## config.mk

```make
export PLATFORM = sky130hd
export DESIGN_NAME = sc_speed_scheduler
export DESIGN_NICKNAME = d
export VERILOG_FILES = /design/src/rtl/sc_speedsched_pkg.sv /design/src/rtl/sc_speedsched_tick_counter.sv /design/src/rtl/sc_speed_scheduler.sv
export SDC_FILE = /design/constraint.sdc
export NUM_CORES = 1
export LEC_CHECK = 0
export ABC_AREA = 1
export ABC_CLOCK_PERIOD_IN_PS = 3300
export CAP_MARGIN = 20
export CORE_ASPECT_RATIO = 0.8
export CORE_MARGIN = 2
export CORE_UTILIZATION = 49
export CTS_CLUSTER_SIZE = 16
export DETAILED_ROUTE_END_ITERATION = 8
export PLACE_DENSITY_LB_ADDON = 0.2
export SETUP_SLACK_MARGIN = 0.02
export SKIP_LAST_GASP = 1
export SYNTH_ARGS = -nofsm -noshare
export SYNTH_HDL_FRONTEND = slang
export SYNTH_HIERARCHICAL = 1
export SYNTH_SLANG_ARGS = --single-unit
```

## constraint.sdc

```tcl
create_clock -name SC_SPEEDSCHED_CLOCK_50 -period 3.3 [get_ports SC_SPEEDSCHED_CLOCK_50]
set_clock_uncertainty 0.15 [all_clocks]
set_input_delay 0.66 -clock SC_SPEEDSCHED_CLOCK_50 [delete_from_list [all_inputs] [get_ports SC_SPEEDSCHED_CLOCK_50]]
set_output_delay 0.66 -clock SC_SPEEDSCHED_CLOCK_50 [all_outputs]
set_load 0.05 [all_outputs]
```

## src/rtl/sc_speedsched_pkg.sv

```systemverilog
// ============================================================================
// sc_speedsched_pkg : shared types and default periods for the speed scheduler
// Revision: 1.0
// ============================================================================
`default_nettype none

package sc_speedsched_pkg;

  localparam int TIER_IDX_W = 3;

  // Default tier periods in 50 MHz clock cycles.
  localparam logic [31:0] CLK50_P350MS = 32'd17_500_000;
  localparam logic [31:0] CLK50_P300MS = 32'd15_000_000;
  localparam logic [31:0] CLK50_P250MS = 32'd12_500_000;

  typedef enum logic [1:0] {
    IDLE  = 2'd0,
    RUN   = 2'd1,
    PAUSE = 2'd2,
    DONE  = 2'd3
  } state_t;

endpackage

`default_nettype wire

```

## src/rtl/sc_speedsched_tick_counter.sv

```systemverilog
// ============================================================================
// sc_speedsched_tick_counter : free-running period counter with terminal strobe
// Revision: 1.0
// ============================================================================
`default_nettype none

module sc_speedsched_tick_counter #(
  parameter int PERIOD_WIDTH = 32
) (
  input  logic                    clk,
  input  logic                    rst_n,
  input  logic                    i_en,
  input  logic                    i_clear,
  input  logic [PERIOD_WIDTH-1:0] i_period,
  output logic                    o_tc
);

  logic [PERIOD_WIDTH-1:0] r_count;
  logic                    w_at_end;

  // ">=" lets a period that shrinks under the count fire at once instead of wrapping.
  assign w_at_end = (r_count >= (i_period - PERIOD_WIDTH'(1)));
  assign o_tc     = i_en & w_at_end;

  always_ff @(posedge clk or negedge rst_n) begin
    if (!rst_n) begin
      r_count <= '0;
    end else if (i_clear || o_tc) begin
      r_count <= '0;
    end else if (i_en) begin
      r_count <= r_count + PERIOD_WIDTH'(1);
    end
  end

endmodule

`default_nettype wire

```

## src/rtl/sc_speed_scheduler.sv

```systemverilog
// ============================================================================
// sc_speed_scheduler : level-to-tier decode, LOAD pacing and tier mux select.
// Optional boost input enabled by macro SC_SPEEDSCHED_BOOST_EN.
// Revision: 1.0
// ============================================================================
`default_nettype none

module sc_speed_scheduler
  import sc_speedsched_pkg::*;
#(
  parameter int                              TIERS          = 3,
  parameter int                              LEVEL_WIDTH    = 8,
  parameter int                              PERIOD_WIDTH   = 32,
  parameter logic [TIERS*LEVEL_WIDTH-1:0]    TIER_MAX_LEVEL = {8'd59, 8'd32, 8'd10},
  parameter logic [TIERS*PERIOD_WIDTH-1:0]   TIER_PERIOD    = {CLK50_P250MS, CLK50_P300MS, CLK50_P350MS}
) (
  input  logic                   SC_SPEEDSCHED_CLOCK_50,
  input  logic                   SC_SPEEDSCHED_RESET_InLow,
  input  logic                   SC_SPEEDSCHED_START_InLow,
  input  logic                   SC_SPEEDSCHED_CLEAR_InHigh,
  input  logic                   SC_SPEEDSCHED_PAUSE_InHigh,
`ifdef SC_SPEEDSCHED_BOOST_EN
  input  logic                   SC_SPEEDSCHED_BOOST_InHigh,
`endif
  input  logic [LEVEL_WIDTH-1:0] SC_SPEEDSCHED_LEVEL,
  output logic                   SC_SPEEDSCHED_LOAD_OutHigh,
  output logic [TIERS-1:0]       SC_SPEEDSCHED_MUXSEL,
  output logic [2:0]             SC_SPEEDSCHED_TIER,
  output logic                   SC_SPEEDSCHED_TIERCHG_OutHigh,
  output logic                   SC_SPEEDSCHED_RUNNING_OutHigh,
  output logic                   SC_SPEEDSCHED_DONE_OutHigh
);

  state_t                  r_state, w_state_nxt;
  logic [TIER_IDX_W-1:0]   r_tier_q, w_tier_q_nxt;
  logic [TIERS-1:0]        r_muxsel, w_muxsel_nxt;
  logic                    r_load, w_load_nxt;
  logic                    r_tierchg, w_tierchg_nxt;

  logic [TIER_IDX_W-1:0]   w_tier;
  logic                    w_beyond;
  logic [TIERS-1:0]        w_onehot;
  logic [PERIOD_WIDTH-1:0] w_p_base, w_p_eff, w_period;
  logic                    w_cnt_en, w_cnt_clr, w_tc;

  // Beyond the last tier the index clamps to the top tier.
  always_comb begin
    w_tier = TIER_IDX_W'(TIERS - 1);
    for (int i = TIERS - 1; i >= 0; i--) begin
      if (SC_SPEEDSCHED_LEVEL <= TIER_MAX_LEVEL[i*LEVEL_WIDTH +: LEVEL_WIDTH]) begin
        w_tier = TIER_IDX_W'(i);
      end
    end
  end

  assign w_beyond = (SC_SPEEDSCHED_LEVEL > TIER_MAX_LEVEL[(TIERS-1)*LEVEL_WIDTH +: LEVEL_WIDTH]);

  always_comb begin
    w_onehot = '0;
    w_p_base = '0;
    for (int i = 0; i < TIERS; i++) begin
      w_onehot[i] = (w_tier == TIER_IDX_W'(i));
      if (r_tier_q == TIER_IDX_W'(i)) begin
        w_p_base = TIER_PERIOD[i*PERIOD_WIDTH +: PERIOD_WIDTH];
      end
    end
  end

  assign w_p_eff = (w_p_base == '0) ? PERIOD_WIDTH'(1) : w_p_base;

`ifdef SC_SPEEDSCHED_BOOST_EN
  logic [PERIOD_WIDTH-1:0] w_p_half;
  assign w_p_half = w_p_eff >> 1;
  assign w_period = !SC_SPEEDSCHED_BOOST_InHigh ? w_p_eff :
                    (w_p_half == '0)            ? PERIOD_WIDTH'(1) : w_p_half;
`else
  assign w_period = w_p_eff;
`endif

  sc_speedsched_tick_counter #(
    .PERIOD_WIDTH (PERIOD_WIDTH)
  ) u_tick_counter (
    .clk      (SC_SPEEDSCHED_CLOCK_50),
    .rst_n    (SC_SPEEDSCHED_RESET_InLow),
    .i_en     (w_cnt_en),
    .i_clear  (w_cnt_clr),
    .i_period (w_period),
    .o_tc     (w_tc)
  );

  always_comb begin
    w_state_nxt   = r_state;
    w_tier_q_nxt  = r_tier_q;
    w_muxsel_nxt  = r_muxsel;
    w_load_nxt    = 1'b0;
    w_tierchg_nxt = 1'b0;
    w_cnt_en      = 1'b0;
    w_cnt_clr     = 1'b0;

    if (SC_SPEEDSCHED_CLEAR_InHigh) begin
      w_state_nxt  = IDLE;
      w_tier_q_nxt = '0;
      w_muxsel_nxt = '0;
      w_cnt_clr    = 1'b1;
    end else begin
      case (r_state)
        IDLE: begin
          w_cnt_clr = 1'b1;
          if (!SC_SPEEDSCHED_START_InLow) begin
            w_tier_q_nxt = w_tier;
            w_muxsel_nxt = w_onehot;
            w_state_nxt  = w_beyond ? DONE : RUN;
          end
        end
        RUN, PAUSE: begin
          if (w_beyond) begin
            w_state_nxt = DONE;
            w_cnt_clr   = 1'b1;
          end else if (w_tier != r_tier_q) begin
            // Tier change outranks pause and terminal count; state is kept.
            w_tier_q_nxt  = w_tier;
            w_muxsel_nxt  = w_onehot;
            w_tierchg_nxt = 1'b1;
            w_cnt_clr     = 1'b1;
          end else if (r_state == PAUSE) begin
            if (!SC_SPEEDSCHED_PAUSE_InHigh) begin
              w_state_nxt = RUN;
            end
          end else if (SC_SPEEDSCHED_PAUSE_InHigh) begin
            w_state_nxt = PAUSE;
          end else begin
            w_cnt_en   = 1'b1;
            w_load_nxt = w_tc;
          end
        end
        DONE: begin
          w_cnt_clr = 1'b1;
        end
        default: begin
          w_state_nxt = IDLE;
          w_cnt_clr   = 1'b1;
        end
      endcase
    end
  end

  always_ff @(posedge SC_SPEEDSCHED_CLOCK_50 or negedge SC_SPEEDSCHED_RESET_InLow) begin
    if (!SC_SPEEDSCHED_RESET_InLow) begin
      r_state   <= IDLE;
      r_tier_q  <= '0;
      r_muxsel  <= '0;
      r_load    <= 1'b0;
      r_tierchg <= 1'b0;
    end else begin
      r_state   <= w_state_nxt;
      r_tier_q  <= w_tier_q_nxt;
      r_muxsel  <= w_muxsel_nxt;
      r_load    <= w_load_nxt;
      r_tierchg <= w_tierchg_nxt;
    end
  end

  assign SC_SPEEDSCHED_LOAD_OutHigh    = r_load;
  assign SC_SPEEDSCHED_TIERCHG_OutHigh = r_tierchg;
  assign SC_SPEEDSCHED_MUXSEL          = r_muxsel;
  assign SC_SPEEDSCHED_TIER            = r_tier_q;
  assign SC_SPEEDSCHED_RUNNING_OutHigh = (r_state == RUN) || (r_state == PAUSE);
  assign SC_SPEEDSCHED_DONE_OutHigh    = (r_state == DONE);

endmodule

`default_nettype wire

```

==> After elaboration in Yosys (flattened, before gate mapping) <==
Index checks and enable logic that the tools add are counted.
{ "classes": {"add_sub_neg": 2, "n_lt_le_gt_ge": 4, "n_eq_ne": 14, "n_mux": 46, "n_bitwise": 1, "reduce_logical": 12} }
{ "op_table": {"columns": ["op", "count"], "rows": [
  ["$mux 32", 5],
  ["$add 32x1->32 const B", 1],
  ["$ge 32x32->1", 1],
  ["$logic_not 32->1", 1],
  ["$sub 32x1->32 const B", 1],
  ["$mux 25", 1],
  ["$mux 3", 8],
  ["$mux 2", 10],
  ["$mux 1", 18],
  ["$pmux 3 s2", 2],
  ["$ne 5x5->1 const B", 2],
  ["$ne 3x3->1 const B", 3],
  ["$gt 8x6->1 const B", 1],
  ["$le 8x4->1 const B", 1],
  ["$le 8x6->1 const B", 1],
  ["$eq 3x1->1 const B", 2],
  ["$eq 3x2->1 const B", 2],
  ["$logic_not 3->1", 2],
  ["$reduce_and 5->1", 1],
  ["$eq 2x2->1 const B", 2],
  ["$ne 4x4->1 const B", 1],
  ["$pmux 2 s2", 1],
  ["$reduce_and 4->1", 1],
  ["$reduce_or 2->1", 2],
  ["8 further kinds", 9]
]} }
{ "totals": {"reg_bits": 42, "input_bits": 13} }

==> Logic depth before layout (Yosys ltp) <==
{ "depth": {"depth_word": 15, "depth_mapped": 25, "ltp_nobuf": 24} }

==> Cells and area by module <==
Netlist, hierarchy kept.
{ "modules_own_cells": {"columns": ["mod", "instances", "cells_each", "area_per_inst_um2"], "rows": [
  ["sc_speedsched_tick_counter", 1, 473, 3355.7],
  ["sc_speed_scheduler", 1, 103, 735.7]
]} }

==> Worst setup path before layout <==
OpenSTA, ideal clock, no wires.
{ "synth_timing": {"path_kind": "register -> register", "start": "reg r_tier_q[0] (netlist: SC_SPEEDSCHED_TIER[0])", "end": "reg u_tick_counter.r_count[26]", "setup_time_ns": 0.071, "arrival_time_ns": 3.860, "required_ns": 3.079, "path_slack_ns": -0.781, "stages_incl_launch_ff": 22, "path_buffers": 1, "cell_sequence": "dfrtp_1 > inv_1 > ha_1 > or2_2 > nor2_1 > nand2_1 > nor3_4 > nand3_2 > nor2_4 > nand3_1 > xor2_1 > ha_1 > a21oi_1 > o21ai_0 > nand2_1 > nand2_1 > a21oi_1 > nand2_1 > nand2_1 > nand2_1 > buf_2 > nor2_1"} }
{ "synth_between": {"elab_chain_len": 11, "elab_cells_between_ends": 23} }
{ "synth_rtl": {"columns": ["element", "line_no", "rtl"], "rows": [
  ["start: declaration", "sc_speed_scheduler.sv:35", "logic [TIER_IDX_W-1:0] r_tier_q, w_tier_q_nxt;"],
  ["start signal: assignment", "sc_speed_scheduler.sv:156", "r_tier_q <= w_tier_q_nxt;"],
  ["$logic_not 3->1", "sc_speed_scheduler.sv:63", "if (r_tier_q == TIER_IDX_W'(i)) begin"],
  ["$mux 25", "sc_speed_scheduler.sv:63", null],
  ["$mux 32", "sc_speed_scheduler.sv:63", null],
  ["$mux 32 *", "sc_speed_scheduler.sv:63", null],
  ["$logic_not 32->1", "sc_speed_scheduler.sv:69", "assign w_p_eff = (w_p_base == '0) ? PERIOD_WIDTH'(1) : w_p_base;"],
  ["$mux 32 *", "sc_speed_scheduler.sv:69", null],
  ["via w_p_eff[16]", "sc_speed_scheduler.sv:43", "logic [PERIOD_WIDTH-1:0] w_p_base, w_p_eff, w_period;"],
  ["$sub 32x1->32 *", "sc_speedsched_tick_counter.sv:22", "assign w_at_end = (r_count >= (i_period - PERIOD_WIDTH'(1)));"],
  ["$ge 32x32->1 *", "sc_speedsched_tick_counter.sv:22", null],
  ["$and 1x1->1 *", "sc_speedsched_tick_counter.sv:23", "assign o_tc = i_en & w_at_end;"],
  ["$logic_or 1x1->1 *", "sc_speedsched_tick_counter.sv:28", "end else if (i_clear || o_tc) begin"],
  ["$mux 32 / $reduce_bool 2->1 (equally long branches)", null, null],
  ["end signal: assignment", "sc_speedsched_tick_counter.sv:31", "r_count <= r_count + PERIOD_WIDTH'(1);"],
  ["end: declaration", "sc_speedsched_tick_counter.sv:18", "logic [PERIOD_WIDTH-1:0] r_count;"]
]} }
Mark *: on every way through the listed nets, which the timed path passes. The rest lies on a longest branch.
A chain may end at the register's enable or synchronous reset.

==> Worst setup path in the final report <==
{ "layout_timing": {"start": "reg r_tier_q[1] (netlist: SC_SPEEDSCHED_TIER[1])", "end": "reg u_tick_counter.r_count[22]"} }
Same word-level chain as after synthesis.

==> results_dict.tcl <==
set metrics [dict create \
    gp_congestion 0.878 \
    r2r_start "SC_SPEEDSCHED_TIER[1]" \
    failed_checks "negative setup slack" \
    clkSlewWorstSetupHoldPaths_ns 0.08 \
    syn_area_mm2 0.00409 \
    seq_area_frac_synth_pct 25.1 \
    drt_iter0_markers 163 \
    finalCritPeriodShare_pct 106 \
    instances_no_fill 794 \
    synth-edff-count 0 \
    drt_wl_total_um 10000 \
    clock_path_buffers 2 \
    clock-sinks 41 \
    grt_pass1_wl_um 17700 \
    cts_made_buffers 5 \
    ant_nets 0 \
    diodes 0 \
    rows 29 \
    synth_area_leaders "dfrtp_1, ha_1, nand2_1, nor2_1, inv_1" \
    cts_htree_levels 2 \
    drc 0 \
    ys_async_sr_fraction_pct 100 \
    ios 23 \
    slew_headroom_pct 40.2 \
    leakage_nw 2.60 \
    worstPathMaxFanout 11 \
    hold_viol 0 \
    die_w_um 106 \
    fin_nets 740 \
    clock.fmax_mhz 285 \
    power_per_cell_area_mw_per_mm2 500 \
    maxSlewViolCount 0 \
    start_kind "flop" \
    drt-wirelength-per-cell_um 12.6 \
    cp_cell_sequence "inv_4, ha_4, or2_4, nor2_4, nand2_2, nor3_4, buf_6, nand3_4, nor2_4, buf_4, xnor2_1, ha_1, nand2_1, nor2_1, nor2_1, nand3_1, a21oi_2, nand2_2, nand2_4, nand2_4, buf_12, nor2_2" \
    start_util_pct 51.0 \
    dr.pass1.iters 4 \
    vias 3872 \
    avgSynthCellArea_um2 7.10 \
    numPortBuffers 21 \
    final.setup.worst_slack_ns -0.209 \
    slowest_stage "dfrtp_2" \
    fp.dieH_um 85.7 \
    ys.flop_type "dfrtp_1" \
    finalSetupViolations 33 \
    cp-startpoint "SC_SPEEDSCHED_TIER[1]" \
    hpwlAfterDp_um 7860 \
    synth_top_area_share_pct 25.1 \
    max_slew.worst_pin.slew_ns 0.896 \
    status "finished with violations" \
    ctsRootBufferMaster "clkbuf_8" \
    slowest_delay_ns 0.45 \
    final_cell_mix "nand2_1, inv_1, nor2_1" \
    vdd.ir_drop.worst_v 0.000450 \
    drv_cap 0 \
    postCtsHoldBufs 0 \
    cp.arrival_ns 3.59 \
    synthDistinctLibCells 42 \
    track_usage_pct 24.1 \
    synth_top_area_cell "dfrtp_1" \
    ys_ff_latch 41 \
    required_ns 3.38 \
    grt_pass1_vias 3837 \
    yosysWarnings 6 \
    grt_max_degree 42 \
    fillers 708 \
    die_area_mm2 0.00910 \
    cts_tree "done" \
    syn_to_final_growth_pct 30.1 \
    hp-class "input port to async pin" \
    drive_gt1_share_pct 23.0 \
    dp.cells 780 \
    fin_crit_ns 3.51 \
    post-place-ws_ns -0.209 \
    viasPerCell 4.88 \
    layout_commonest_cell "nand2_1" \
    synth_cells 576 \
    antenna_found_initial 0 \
    endpoint_kind "flop" \
    rsz0062_at_grt "yes" \
    core_area_mm2 0.00802 \
    critPathKind "flop to flop" \
    gr-total-overflow 0 \
    clkLatencyLatePin_ns 0.29 \
]
==> worst max-delay path: cells and delay by family (launching register included) <==
family | cells | cell delay (ns)
buffers and inverters | 4 | 0.48
adder cells (fa/ha/maj) | 2 | 0.43
AO/OA/AOI/OAI | 1 | 0.15
AND/OR/NAND/NOR | 14 | 1.66
flip-flops | 1 | 0.45
XOR/XNOR | 1 | 0.12
==> layer usage <==
metal,GRT usage [%],vias to the layer above,share of wire (%)
met5,0,-,0
met4,5.74,0,1.1
met3,3.27,13,3.7
met2,40.0,61,46
met1,33.6,1783,49
li1,-,2015,-
==> through the flow <==
step	hold WS [ns]	instance area (um^2)	power [mW]	util, %	setup TNS (ns)
global route	0.380	5320	2.85	66.4	-13.46
floorplan	0.214	4270	1.55	-	-3.34
finish	0.329	5320	2.66	66.4	-5.89
global placement	0.308	4950	2.04	61.8	-3.39
detailed placement	0.313	4950	2.08	61.8	-6.09
CTS	0.338	5250	2.61	65.4	-4.53
==> cells by family after synthesis <==
kind of cell | Yosys count | share of synthesized area [%]
DFF | 41 | 25.1
xor gates and xnor gates | 51 | 10.9
buffers and inverters | 88 | 8.26
AOI/OAI and AO/OA | 27 | 4.01
adders and majority gates | 42 | 12.8
other | 1 | 0.0917
and+or+nand+nor | 326 | 38.8
==> power breakdown <==
| part | total, mW | leakage (nW) | internal, mW | switching (mW) |
|---|---|---|---|---|
| clock network | 0.422 | 0.0574 | 0.246 | 0.176 |
| registers | 0.569 | 0.563 | 0.535 | 0.0346 |
| logic | 1.67 | 1.98 | 0.678 | 0.994 |
==> what timing repair did <==
action | CTS | global route
pin swaps | 20 | 24
buffers inserted | 6 | 1
endpoints found under the setup margin | 33 | 33
resized for setup | 34 | 22
==> final timing paths <==
| kind | slack (ns) | endpoint | cells past startpoint |
|---|---|---|---|
| max | -0.21 | u_tick_counter/r_count[22] | 22 |
| min | 0.33 | SC_SPEEDSCHED_MUXSEL[2] | 1 |
| max reg2reg | -0.21 | u_tick_counter/r_count[22] | 22 |
| max in group asynchronous | 2.06 | SC_SPEEDSCHED_TIER[0] | 1 |
| min reg2reg | 0.34 | SC_SPEEDSCHED_MUXSEL[2] | 2 |
| min in group SC_SPEEDSCHED_CLOCK_50 | 0.34 | SC_SPEEDSCHED_MUXSEL[2] | 2 |
==> cells in the mapped netlist (all sizes together) (3+ instances only) <==
library cell and instances:
nand2 139, nor2 109, inv 82, ha 42, dfrtp 41, xor2 31, nand3 29, nor3 22
xnor2 20, nand4 16, a21oi 12, buf 4, nor4 4, o21ai 4, or2 4, a21o 3
==> registers in the layout, indices dropped and copies added (netlist names) <==
| name | count |
|---|---|
| u_tick_counter/r_count | 32 |
| SC_SPEEDSCHED_TIER | 2 |
| SC_SPEEDSCHED_LOAD_OutHigh | 1 |
| r_state | 2 |
| SC_SPEEDSCHED_MUXSEL | 3 |
| SC_SPEEDSCHED_TIERCHG_OutHigh | 1 |
==> layout make-up <==
| cell class | instances | area (um^2) | area share (%) |
|---|---|---|---|
| Multi-Input combinational cell | 476 | 3060 | 57.5 |
| Clock buffer | 6 | 82.6 | 1.55 |
| Inverter | 84 | 320 | 6.02 |
| Tap cell | 108 | 135 | 2.54 |
| Sequential cell | 41 | 1030 | 19.3 |
| Clock inverter | 2 | 37.5 | 0.705 |
| Timing Repair Buffer | 77 | 657 | 12.3 |
No activity file was read; power rests on OpenSTA's default activity.
==> RTL change: new RTL, same flow settings <==
Remove the register `r_load`: a continuous assignment takes its place, so the output `SC_SPEEDSCHED_LOAD_OutHigh` follows one clock earlier.
--- a/src/rtl/sc_speed_scheduler.sv
+++ b/src/rtl/sc_speed_scheduler.sv
@@ -149,16 +149,16 @@
       r_state   <= IDLE;
       r_tier_q  <= '0;
       r_muxsel  <= '0;
-      r_load    <= 1'b0;
       r_tierchg <= 1'b0;
     end else begin
       r_state   <= w_state_nxt;
       r_tier_q  <= w_tier_q_nxt;
       r_muxsel  <= w_muxsel_nxt;
-      r_load    <= w_load_nxt;
       r_tierchg <= w_tierchg_nxt;
     end
   end
+
+  assign r_load = w_load_nxt;
 
   assign SC_SPEEDSCHED_LOAD_OutHigh    = r_load;
   assign SC_SPEEDSCHED_TIERCHG_OutHigh = r_tierchg;
Check against the original RTL: same outputs for any inputs over 10 cycles, from zero or initial values and one cycle with SC_SPEEDSCHED_RESET_InLow low; that may be too few to reach the edited logic, so the function may still have changed.
==> RTL change against the original RTL <==
  * The flow still finishes with violations (negative setup slack)
  * Non-clock buffer count rose by 7
  * Die area barely moved
  * Cell area rose by 3.0%
  * Wire length rose by 6.8%
  * Synthesized area barely moved
  * Setup slack got worse by 1.0 ns
  * Clock power fell by 17%
  * Synthesized cell count rose by 0.35%
  * Core utilization rose by 2.0 points
  * Sequential cell count fell by 1
  * Power fell by 0.87%
  * Count of clock-buffer cells in the layout did not move
  * Critical path type is now reg2out
  * Highest routed layer unchanged
==> RTL change: results (changes against the original RTL) <==
[cells_and_area]
multi_input_comb_area_sq_mm=0.003157  ; +3.1%
inv_count=85  ; +1.2%
final_cell_area_sq_mm=0.005485  ; +3.0%
non_clock_buffer_count=84  ; +9.1%
seq_share=0.1829  ; -0.01025
layout.nonclk_buf_frac=0.1401  ; +0.01667
nets=749  ; +1.2%

[drt]
wl_met3_um=472  ; +26%
vias=4042  ; +4.4%
wl_per_cell_um=13.35  ; +5.6%

[critical_path]
crit_path_end=SC_SPEEDSCHED_LOAD_OutHigh
r2r_end=u_tick_counter/r_count[16]$_DFFE_PN0P_
critPathMaxFanout=6  ; -5
r2r-start=SC_SPEEDSCHED_TIER[0]$_DFFE_PN0P_

[placed_design]
post-place-ws_ns=-0.8104  ; -0.6017 ns
dp.cells=784  ; +0.51%
gp_congestion=0.9016  ; +2.7%
dpl-instance-area_sq_mm=0.004976  ; +0.45%
dp_hpwl_um=7873  ; +0.18%

[global_routing]
grt_pass1_vias=3897  ; +1.6%
use_met3=0.02812  ; -0.004559
grt_pass1_wl_um=18280  ; +3.6%
gr-usage-met1=0.3507  ; +0.01496

[sta]
worst_slew_pin_slew_ns=0.8944  ; -0.001918 ns
timing.final.ws_setup_ns=-1.212  ; -1.003 ns
finalSetupViolations=33  ; unchanged

[clock_network]
postCtsSetupBuffers=5  ; -1

[synthesis]
syn-mean-instance-area_sq_um=7.072  ; -0.44%
synth_common_cells=nand2_1, nor2_1, inv_1
synth_seq_cells=40  ; -2.4%

[worst_hold_path]
hold_class=reg2reg

[power]
worst_ir_drop_vdd_v=0.0004870  ; +8.3%

[status]
violations=negative setup slack
status=finished with violations

==> RTL change: power groups by stage <==
stage | logic, mW | clock network (mW) | registers, mW
after floorplan | 0.926 | 0 | 0.627
after global placement | 1.47 | 0 | 0.561
after detailed placement | 1.49 | 0 | 0.564
after CTS | 1.58 | 0.357 | 0.558
after global routing | 1.89 | 0.383 | 0.563
final | 1.73 | 0.350 | 0.559
==> RTL change: cells by family after synthesis <==
| family | count (synthesis) | share of synthesized area |
|---|---|---|
| fa+ha+maj | 42 | 0.1286 |
| other cells | 1 | 0.0009174 |
| xor+xnor | 51 | 0.1093 |
| flops | 40 | 0.2449 |
| buf+inv | 89 | 0.08356 |
| compound gates | 26 | 0.04040 |
| simple gates | 329 | 0.3924 |
==> RTL change: tightest hold or removal path: stages (launching register included) <==
cell and delay [ns]:
dfrtp_1 0.34, nand2_1 0.05, nand2_1 0.05
